`config.mk`:
```
export PLATFORM = sky130hd
export DESIGN_NAME = uart_tx_arbiter_flat
export DESIGN_NICKNAME = d
export VERILOG_FILES = /design/src/rtl/uart_pkg.sv /design/src/rtl/uart_tx_arbiter_if.sv /design/src/rtl/uart_tx_serializer.sv /design/src/rtl/uart_tx_arbiter.sv /design/src/flat_wrapper.sv
export SDC_FILE = /design/constraint.sdc
export NUM_CORES = 1
export LEC_CHECK = 0
export CAP_MARGIN = 25
export CORE_MARGIN = 2
export CORE_UTILIZATION = 45
export CTS_CLUSTER_SIZE = 12
export DETAILED_ROUTE_END_ITERATION = 10
export MAX_ROUTING_LAYER = met4
export PLACE_DENSITY = 0.85
export SLEW_MARGIN = 20
export SYNTH_ARGS = -nofsm -noshare
export SYNTH_HDL_FRONTEND = slang
export SYNTH_SLANG_ARGS = --single-unit
```
`constraint.sdc`:
```
create_clock -name clock -period 1.7 [get_ports clock]
set_input_delay 0.34 -clock clock [delete_from_list [all_inputs] [get_ports clock]]
set_output_delay 0.34 -clock clock [all_outputs]
set_load 0.01 [all_outputs]
```
`src/rtl/uart_pkg.sv`:
```
// Shared types and constants for the UART transmit arbiter and its serializer.
package uart_pkg;

    typedef enum logic [1:0] {IDLE, START, DATA, STOP} ser_state_t;
    typedef enum logic {UNLOCKED, LOCKED} arb_state_t;

    localparam int unsigned UART_BITS_PER_FRAME = 10;

    // Divider counter width; the counter runs 0..clk_div-1.
    function automatic int unsigned div_width(input int unsigned clk_div);
        return (clk_div > 2) ? $clog2(clk_div) : 1;
    endfunction

endpackage

```
`src/rtl/uart_tx_arbiter_if.sv`:
```
// Requester-side byte handshake bundle; NUM_REQ must match the arbiter instance.
interface uart_tx_arbiter_if #(
    parameter int unsigned NUM_REQ = 2
);
    logic [NUM_REQ-1:0]   req_valid;
    logic [8*NUM_REQ-1:0] req_data;
    logic [NUM_REQ-1:0]   req_last;
    logic [NUM_REQ-1:0]   req_ready;

    modport master (output req_valid, output req_data, output req_last, input req_ready);
    modport slave  (input req_valid, input req_data, input req_last, output req_ready);
endinterface

```
`src/rtl/uart_tx_serializer.sv`:
```
// 8N1 serializer: latches a byte on load and shifts it out LSB first, CLK_DIV cycles per bit.
module uart_tx_serializer
    import uart_pkg::*;
#(
    parameter int unsigned CLK_DIV = 16
) (
    input  logic       clock,
    input  logic       reset,
    input  logic       load,
    input  logic [7:0] data,
    output logic       idle,
    output logic       txd
);
    localparam int unsigned DivW     = div_width(CLK_DIV);
    localparam int unsigned DataBits = UART_BITS_PER_FRAME - 2;
    localparam logic [DivW-1:0] DivLast = DivW'(CLK_DIV - 1);
    localparam logic [2:0]      LastIdx = 3'(DataBits - 1);

    ser_state_t      state;
    logic [DivW-1:0] div;
    logic [2:0]      idx;
    logic [7:0]      shreg;

    // txd is updated on the same edge as the state so it never lags a bit boundary.
    always_ff @(posedge clock or posedge reset) begin
        if (reset) begin
            state <= IDLE;
            div   <= '0;
            idx   <= '0;
            shreg <= '0;
            txd   <= 1'b1;
        end else begin
            unique case (state)
                IDLE: begin
                    if (load) begin
                        state <= START;
                        shreg <= data;
                        div   <= '0;
                        txd   <= 1'b0;
                    end
                end
                START: begin
                    if (div == DivLast) begin
                        state <= DATA;
                        div   <= '0;
                        idx   <= '0;
                        txd   <= shreg[0];
                    end else begin
                        div <= div + DivW'(1);
                    end
                end
                DATA: begin
                    if (div == DivLast) begin
                        div <= '0;
                        if (idx == LastIdx) begin
                            state <= STOP;
                            txd   <= 1'b1;
                        end else begin
                            idx <= idx + 3'd1;
                            txd <= shreg[idx + 3'd1];
                        end
                    end else begin
                        div <= div + DivW'(1);
                    end
                end
                STOP: begin
                    if (div == DivLast) begin
                        state <= IDLE;
                        div   <= '0;
                    end else begin
                        div <= div + DivW'(1);
                    end
                end
                default: begin
                    state <= IDLE;
                    txd   <= 1'b1;
                end
            endcase
        end
    end

    assign idle = (state == IDLE);

endmodule

```
`src/rtl/uart_tx_arbiter.sv`:
```
// Round-robin, message-locked arbiter sharing one 8N1 UART transmit line between requesters.
module uart_tx_arbiter
    import uart_pkg::*;
#(
    parameter int unsigned NUM_REQ = 2,
    parameter int unsigned CLK_DIV = 16
) (
    input  logic              clock,
    input  logic              reset,
    uart_tx_arbiter_if.slave  req,
    output logic              txd,
    output logic              busy
);
    localparam int unsigned IdxW = (NUM_REQ > 1) ? $clog2(NUM_REQ) : 1;

    arb_state_t         arb_state;
    logic [IdxW-1:0]    owner;
    logic [IdxW-1:0]    rr;
    logic [NUM_REQ-1:0] grant;
    logic [IdxW-1:0]    grant_idx;
    logic [IdxW-1:0]    cand;
    logic               accept;
    logic               ser_idle;
    logic [7:0]         sel_data;
    logic               sel_last;

    // Scan downwards so the last hit, i.e. the one nearest rr+1, wins.
    always_comb begin
        grant     = '0;
        grant_idx = owner;
        cand      = '0;
        if (ser_idle) begin
            if (arb_state == LOCKED) begin
                grant[owner] = req.req_valid[owner];
            end else begin
                for (int k = NUM_REQ; k >= 1; k--) begin
                    cand = IdxW'((int'(rr) + k) % int'(NUM_REQ));
                    if (req.req_valid[cand]) begin
                        grant       = '0;
                        grant[cand] = 1'b1;
                        grant_idx   = cand;
                    end
                end
            end
        end
    end

    assign req.req_ready = grant;
    assign accept        = |grant;
    assign sel_data      = req.req_data[{grant_idx, 3'b000} +: 8];
    assign sel_last      = req.req_last[grant_idx];

    always_ff @(posedge clock or posedge reset) begin
        if (reset) begin
            arb_state <= UNLOCKED;
            owner     <= '0;
            rr        <= IdxW'(NUM_REQ - 1);
        end else if (accept) begin
            unique case (arb_state)
                UNLOCKED: begin
                    if (sel_last) begin
                        rr <= grant_idx;
                    end else begin
                        arb_state <= LOCKED;
                        owner     <= grant_idx;
                    end
                end
                LOCKED: begin
                    if (sel_last) begin
                        arb_state <= UNLOCKED;
                        rr        <= owner;
                    end
                end
                default: arb_state <= UNLOCKED;
            endcase
        end
    end

    assign busy = !ser_idle || (arb_state == LOCKED);

    uart_tx_serializer #(
        .CLK_DIV (CLK_DIV)
    ) u_ser (
        .clock (clock),
        .reset (reset),
        .load  (accept),
        .data  (sel_data),
        .idle  (ser_idle),
        .txd   (txd)
    );

endmodule

```
`src/flat_wrapper.sv`:
```
// flat-port wrapper written by rule: the top's interface ports become plain ports
module uart_tx_arbiter_flat import uart_pkg::*;
#(
    parameter int unsigned NUM_REQ = 2,
    parameter int unsigned CLK_DIV = 16
)
  (clock, reset, txd, busy, req_req_valid, req_req_data, req_req_last, req_req_ready);
  uart_tx_arbiter_if #(.NUM_REQ(NUM_REQ)) req_i ();
  input  logic clock;
  input  logic reset;
  output logic txd;
  output logic busy;
  input wire logic [$bits(req_i.req_valid)-1:0] req_req_valid;
  input wire logic [$bits(req_i.req_data)-1:0] req_req_data;
  input wire logic [$bits(req_i.req_last)-1:0] req_req_last;
  output wire logic [$bits(req_i.req_ready)-1:0] req_req_ready;
  assign req_i.req_valid = req_req_valid;
  assign req_i.req_data = req_req_data;
  assign req_i.req_last = req_req_last;
  assign req_req_ready = req_i.req_ready;
  uart_tx_arbiter #(.NUM_REQ(NUM_REQ), .CLK_DIV(CLK_DIV)) u_core (.clock(clock), .reset(reset), .req(req_i), .txd(txd), .busy(busy));
endmodule
```
; Yosys cells after proc, flatten, opt, wreduce, memory -nomap -nowiden
; Cells that the tools add are included.
; W data, S select, Z words.
[classes]
reduce_logical = 16
n_bitwise = 3
order_cmp = 8
n_addsub = 4
shift = 1
div_mod_pow = 0
mul = 0
n_mux = 46
n_eq_ne = 13
[ops]
columns = operator, count
row1 = $mux W1, 23
row2 = $mux W2, 9
row3 = $shiftx A16 B5 Y8, 1
row4 = $ne A2 B2 Y1 const B, 6
row5 = $mux W3, 3
row6 = $lt A1 B2 Y1 const B, 4
row7 = $mux W4, 2
row8 = $pmux W2 S4, 1
row9 = $pmux W4 S2, 1
row10 = $reduce_and A4 Y1, 2
row11 = $pmux W3 S2, 1
row12 = $reduce_and A3 Y1, 2
row13 = $reduce_and A5 Y1, 1
row14 = $add A4 B1 Y4 const B, 1
row15 = $eq A2 B2 Y1 const B, 2
row16 = $eq A4 B4 Y1 const B, 1
row17 = $lt A3 B4 Y1 const B, 1
row18 = $ne A2 B1 Y1 const B, 2
row19 = $add A3 B1 Y3 const B, 1
row20 = $bmux W1 S3, 1
row21 = $demux W1 S1, 3
row22 = $eq A3 B3 Y1 const B, 1
row23 = $ge A1 B1 Y1 const B, 3
row24 = $logic_and A1 B1 Y1, 3
row25 = 14 further kinds, 16
[word_totals]
romBits = 0
ff_bits = 21
word_cells = 99
mem_bits_rw = 0
in_bits = 22
mem_count = 0
latch_bits = 0

; Logic depth before layout (Yosys ltp)
[depth]
depth_word = 12
depth_mapped = 7
depth_no_buf = 7

; By module
; A second synthesis with hierarchy kept.
[unflattened]
cells_unflattened = 128
area_unflattened_um2 = 1381.3
[by_module_without_submodules]
columns = mod, instances, cells_each, area_each_um2
row1 = uart_tx_serializer, 1, 90, 1013.5
row2 = uart_tx_arbiter, 1, 38, 367.9

; Worst setup path after synthesis
; OpenSTA, ideal clock, no wires.
[synth_timing]
path_type = register to register
start = register u_core.u_ser.idx[0]
end = register u_core.u_ser.txd
stages_incl_launch_ff = 7
required_ns = 1.621
arrival_ns = 1.764
setup_slack_ns = -0.143
period_less_slack_ns = 1.843
path_cell_list = dfrtp_1 > ha_1 > ha_1 > mux4_2 > mux2i_1 > a221o_1 > o21ai_1
[synth_via]
elab_chain_cells = 6
word_cells_on_any_way = 7
classes_between = 1 x add/sub / 1 x eq/ne / 5 x mux
[synth_rtl]
columns = element, line
row1 = "start, declared", uart_tx_serializer.sv:21  ; logic [2:0] idx;
row2 = "start signal, assigned", uart_tx_serializer.sv:59  ; idx <= idx + 3'd1;
row3 = $add A3 B1 Y3, uart_tx_serializer.sv:60  ; txd <= shreg[idx + 3'd1];
row4 = $bmux W1 S3, uart_tx_serializer.sv:60
row5 = $mux W1 (implied by the code), uart_tx_serializer.sv:60
row6 = $mux W1 (*), uart_tx_serializer.sv:55  ; if (idx == LastIdx) begin
row7 = $mux W1 (*), uart_tx_serializer.sv:53  ; if (div == DivLast) begin
row8 = $pmux W1 S3 (*), uart_tx_serializer.sv:33  ; unique case (state)
row9 = "end signal, assigned", uart_tx_serializer.sv:47  ; txd <= shreg[0];
row10 = "end signal, assigned", uart_tx_serializer.sv:60
row11 = "end, declared", uart_tx_serializer.sv:12  ; output logic txd
; Mark *: on every way between the ends. The rest lies on a longest branch, timed or not. The select of a mux whose other input is x is not followed.
; A chain may end at the register's enable or synchronous reset.

; Final worst setup path
[layout_timing]
start = register u_core.u_ser.idx[1]
end = register u_core.u_ser.txd
; Same word-level chain as after synthesis.

==> impl_results.md <==
* Status: finished, violations left
* Violations in the final reports: negative setup slack
* Share of final-layout standard cells stronger than drive strength 1 at 36.22%
* Top-level I/O count at 26
* Final wirelength at 3659 um
* Kind of end point of the critical path: flop
* Source of the critical timing path: u_core.u_ser.idx[1]$_DFFE_PP0P_
* Overall global routing resource usage at 22.34%
* Worst R2R End: u_core.u_ser.txd$_DFFE_PP1P_
* Total of buffers placed on input and output ports at 25
* Sequential element share of the synthesized area at between 40% and 50%
* Vertical die dimension at 57.33 um
* Relative area change from synthesis to final layout at 51.61%
* CTS hold repair buffers at 0
* Leading area contributor after synthesis: sky130_fd_sc_hd__dfrtp_1
* FFs w/ async S/R, synth at between 90% and 100%
* Non-Filler Instances at 216
* Worst-case clock skew at 8.405 ps
* Max Clk Rate at 0.5428 GHz
* HP Class: primary input to async pin
* Area of all placed cells without fillers at 0.001941 mm2
* Flip-flop and latch count after synthesis at 21
* Number of core rows at 19
* Delay contributed by the slowest stage of the critical path at ~500 ps
* Startpoint Class: flop
* Critical path data required time at 1950 ps
* Vias per cell at 5.856
* Min setup slack post-route at -142.5 ps
* Yosys top cell area share at between 30% and 40%
* Hold slack at 365.9 ps
* Global placement routability congestion at 0.9250
* Ordered list of cells on the worst path: ha_2, ha_4, mux4_2, mux2i_1, a221o_1, o21ai_1
* Final antenna diode count at 0
* Maximum Capacitance Violations at 0
* Final total negative setup slack at -364.0 ps
* Number of max-slew violations in the final report at 0
* Final Cycle Share at 108.4%
* Pre-antenna DRT Iters at 4
* Cell with the biggest individual delay on the critical path: sky130_fd_sc_hd__mux4_2
* Source-to-sink clock delay at the later pin of the worst-skew pair at between 300 and 400 ps
* Clk buf depth at 2
* Total congestion overflow at 0
* Mean routed wirelength per cell at 16.94 um
* Slack of the worst reg-to-reg path at -140 ps
* Number of nets at the end of the flow at 215
* Post-synthesis instance total at ~130
* Least-Margin Pin Slew at 422.3 ps
* Detailed-route via count at approximately 1300
* Violation count after the first detailed-routing iteration at 26
* Cell area after placement at between 0.0015 and 0.002 mm2
* Syn_nets at between 150 and 200
* Worst Reg-to-Reg Cells at 6
* DRC viols at 0
* Pwr/cell area at 1615 mW/mm2
* Leading cell types by count after synthesis: 19 x sky130_fd_sc_hd__dfrtp_1, 15 x sky130_fd_sc_hd__a21oi_1, 13 x sky130_fd_sc_hd__nor2_1
* Count of H-tree levels built during CTS at 1
* Antenna-violating nets left at 0
* Critical setup path kind: flop to flop
* Core region area at approximately 0.0027 mm2
* Maximum ir drop on the vdd rail at ~1.4 mV
* Detail Placement HPWL at 2475 um
* Cell area after technology mapping at approximately 0.0013 mm2
* Clock transition at the registers of the reported paths at 130 ps
* Shortest period the worst path allows at approximately 1800 ps
* Yosys Warn Count at 0
* Number of distinct library cell variants in the gate-level netlist after synthesis at 37
* Largest cells by area after synthesis: sky130_fd_sc_hd__dfrtp_1 37%, sky130_fd_sc_hd__mux2i_1 8.6%, sky130_fd_sc_hd__ha_1 6.8%
* P_leak at 0.9303 nW
* Post-synthesis average cell area at 10.00 um2
* Final hold violation count at 0
* Number of global-route vias before repair at 1221
* Worst-case headroom to the max-slew limit at 71.04%
* Cts bufs inserted at 3
* Largest net degree at the start of global routing at 22
* First-pass GRT wire length at 5533 um
* CP Data Arrival Time at 2090 ps
* Critical R2R Launch: u_core.u_ser.idx[1]$_DFFE_PP0P_
* TritonCTS clock tree: built
* Total clock sinks at 21
* Placed instance count at 203
* Primary FF master, synth: sky130_fd_sc_hd__dfrtp_1
* Die extent in x at between 50 and 60 um
* Overall die area at about 0.0033 mm2
* CP max FO at 3
* EDFF count, synth at 0
* Initial core utilization at a little under half
* CTS root buf: sky130_fd_sc_hd__clkbuf_4
* Antenna violations before repair at 0
* Total setup violations reported at the end of the flow at 8
* Setup repair after global routing missed its margin: yes
* Most frequent cell after synthesis: sky130_fd_sc_hd__dfrtp_1
-- flip-flops by register name, summed over array words and instances, names as in the netlist --
name and cells:
u_core.rr 1, u_core.arb_state 1, u_core.u_ser.txd 1, u_core.u_ser.idx 3, u_core.u_ser.div 4, u_core.u_ser.shreg 8
u_core.owner 1, u_core.u_ser.state 2
-- cell type report --
| cell class | count | area [um2] |
|---|---|---|
| well taps | 31 | 38.79 |
| flip-flops and latches | 21 | 528.0 |
| repair buffers | 59 | 535.5 |
| inverters | 7 | 26.28 |
| clock buffers | 4 | 26.28 |
| multi-input cells | 94 | 785.8 |
| fillers | 196 | 793.3 |
-- worst max-delay path: cells and delay by family, from the launching register on --
kind	cells	cell delay, ps
AO/OA/AOI/OAI	2	220
flip-flops	1	410
multiplexers	2	670
adder cells (fa/ha/maj)	2	480
-- worst max-delay path by stage --
stage,slack [ps],depth (start not counted),end
final,-140,6,u_core.u_ser.txd$_DFFE_PP1P_
after global routing,-190,6,u_core.u_ser.txd$_DFFE_PP1P_
after CTS,-150,6,u_core.u_ser.txd$_DFFE_PP1P_
after detailed placement,-380,4,req_req_ready[0]
after global placement,-330,4,req_req_ready[0]
after floorplan,-60,6,u_core.u_ser.txd$_DFFE_PP1P_
-- repair_timing --
item	CTS	global route
endpoints found under the setup margin	18	18
pin swaps	6	4
setup buffers	4	3
gates cloned	0	2
resized for setup	26	21
-- layer usage --
metal  up-vias  GRT usage (%)  part of all wire [%]
li1        584              -                     -
met1       629          26.24                    39
met2        46          39.74                    56
met3         6          3.401                   4.6
met4         0          5.980                   1.2
met5         -              -                     0
-- where the power goes --
| part | internal, mW | total, mW | switching (mW) |
|---|---|---|---|
| combinational | 1.11 | 2.00 | 0.895 |
| sequential | 0.717 | 0.879 | 0.162 |
| clock | 0.0916 | 0.254 | 0.162 |
| total | 1.91 | 3.13 | 1.22 |
-- cell families after synthesis --
group | Yosys count | synth area share (%)
AOI/OAI and AO/OA | 40 | 21.60
xor gates and xnor gates | 1 | 0.6844
adders and majority gates | 7 | 6.842
buffers and inverters | 13 | 4.888
DFF | 21 | 41.25
muxes | 16 | 14.76
and+or+nand+nor | 30 | 9.971
-- cells in the final DEF, fill, tap and decap left out, types with 2 or more instances in the layout --
| cell | count |
|---|---|
| sky130_fd_sc_hd__a21o_1 | 2 |
| sky130_fd_sc_hd__a21oi_1 | 14 |
| sky130_fd_sc_hd__a22o_1 | 5 |
| sky130_fd_sc_hd__buf_2 | 2 |
| sky130_fd_sc_hd__buf_4 | 27 |
| sky130_fd_sc_hd__buf_6 | 7 |
| sky130_fd_sc_hd__clkbuf_4 | 3 |
| sky130_fd_sc_hd__clkdlybuf4s50_1 | 19 |
| sky130_fd_sc_hd__dfrtp_1 | 19 |
| sky130_fd_sc_hd__dfstp_2 | 2 |
| sky130_fd_sc_hd__dlymetal6s2s_1 | 2 |
| sky130_fd_sc_hd__ha_1 | 2 |
| sky130_fd_sc_hd__ha_2 | 2 |
| sky130_fd_sc_hd__ha_4 | 3 |
| sky130_fd_sc_hd__inv_1 | 4 |
| sky130_fd_sc_hd__inv_2 | 3 |
| sky130_fd_sc_hd__mux2_4 | 2 |
| sky130_fd_sc_hd__mux2i_1 | 11 |
| sky130_fd_sc_hd__mux4_2 | 2 |
| sky130_fd_sc_hd__nand2_1 | 8 |
| sky130_fd_sc_hd__nand2_2 | 2 |
| sky130_fd_sc_hd__nor2_1 | 12 |
| sky130_fd_sc_hd__nor3_1 | 2 |
| sky130_fd_sc_hd__o21ai_0 | 4 |
| sky130_fd_sc_hd__o22ai_1 | 2 |
-- metrics by stage --
step | utilization (%) | setup slack, ps | total power [mW]
2_1_floorplan | - | -64.66 | 1.781
3_3_place_gp | 63.94 | -332.3 | 2.287
3_5_place_dp | 63.94 | -379.4 | 2.400
4_1_cts | 67.28 | -149.1 | 2.869
5_1_grt | 70.98 | -192.9 | 3.343
6_report | 70.98 | -142.5 | 3.133
Note: power is estimated with default switching activity, not from simulation.
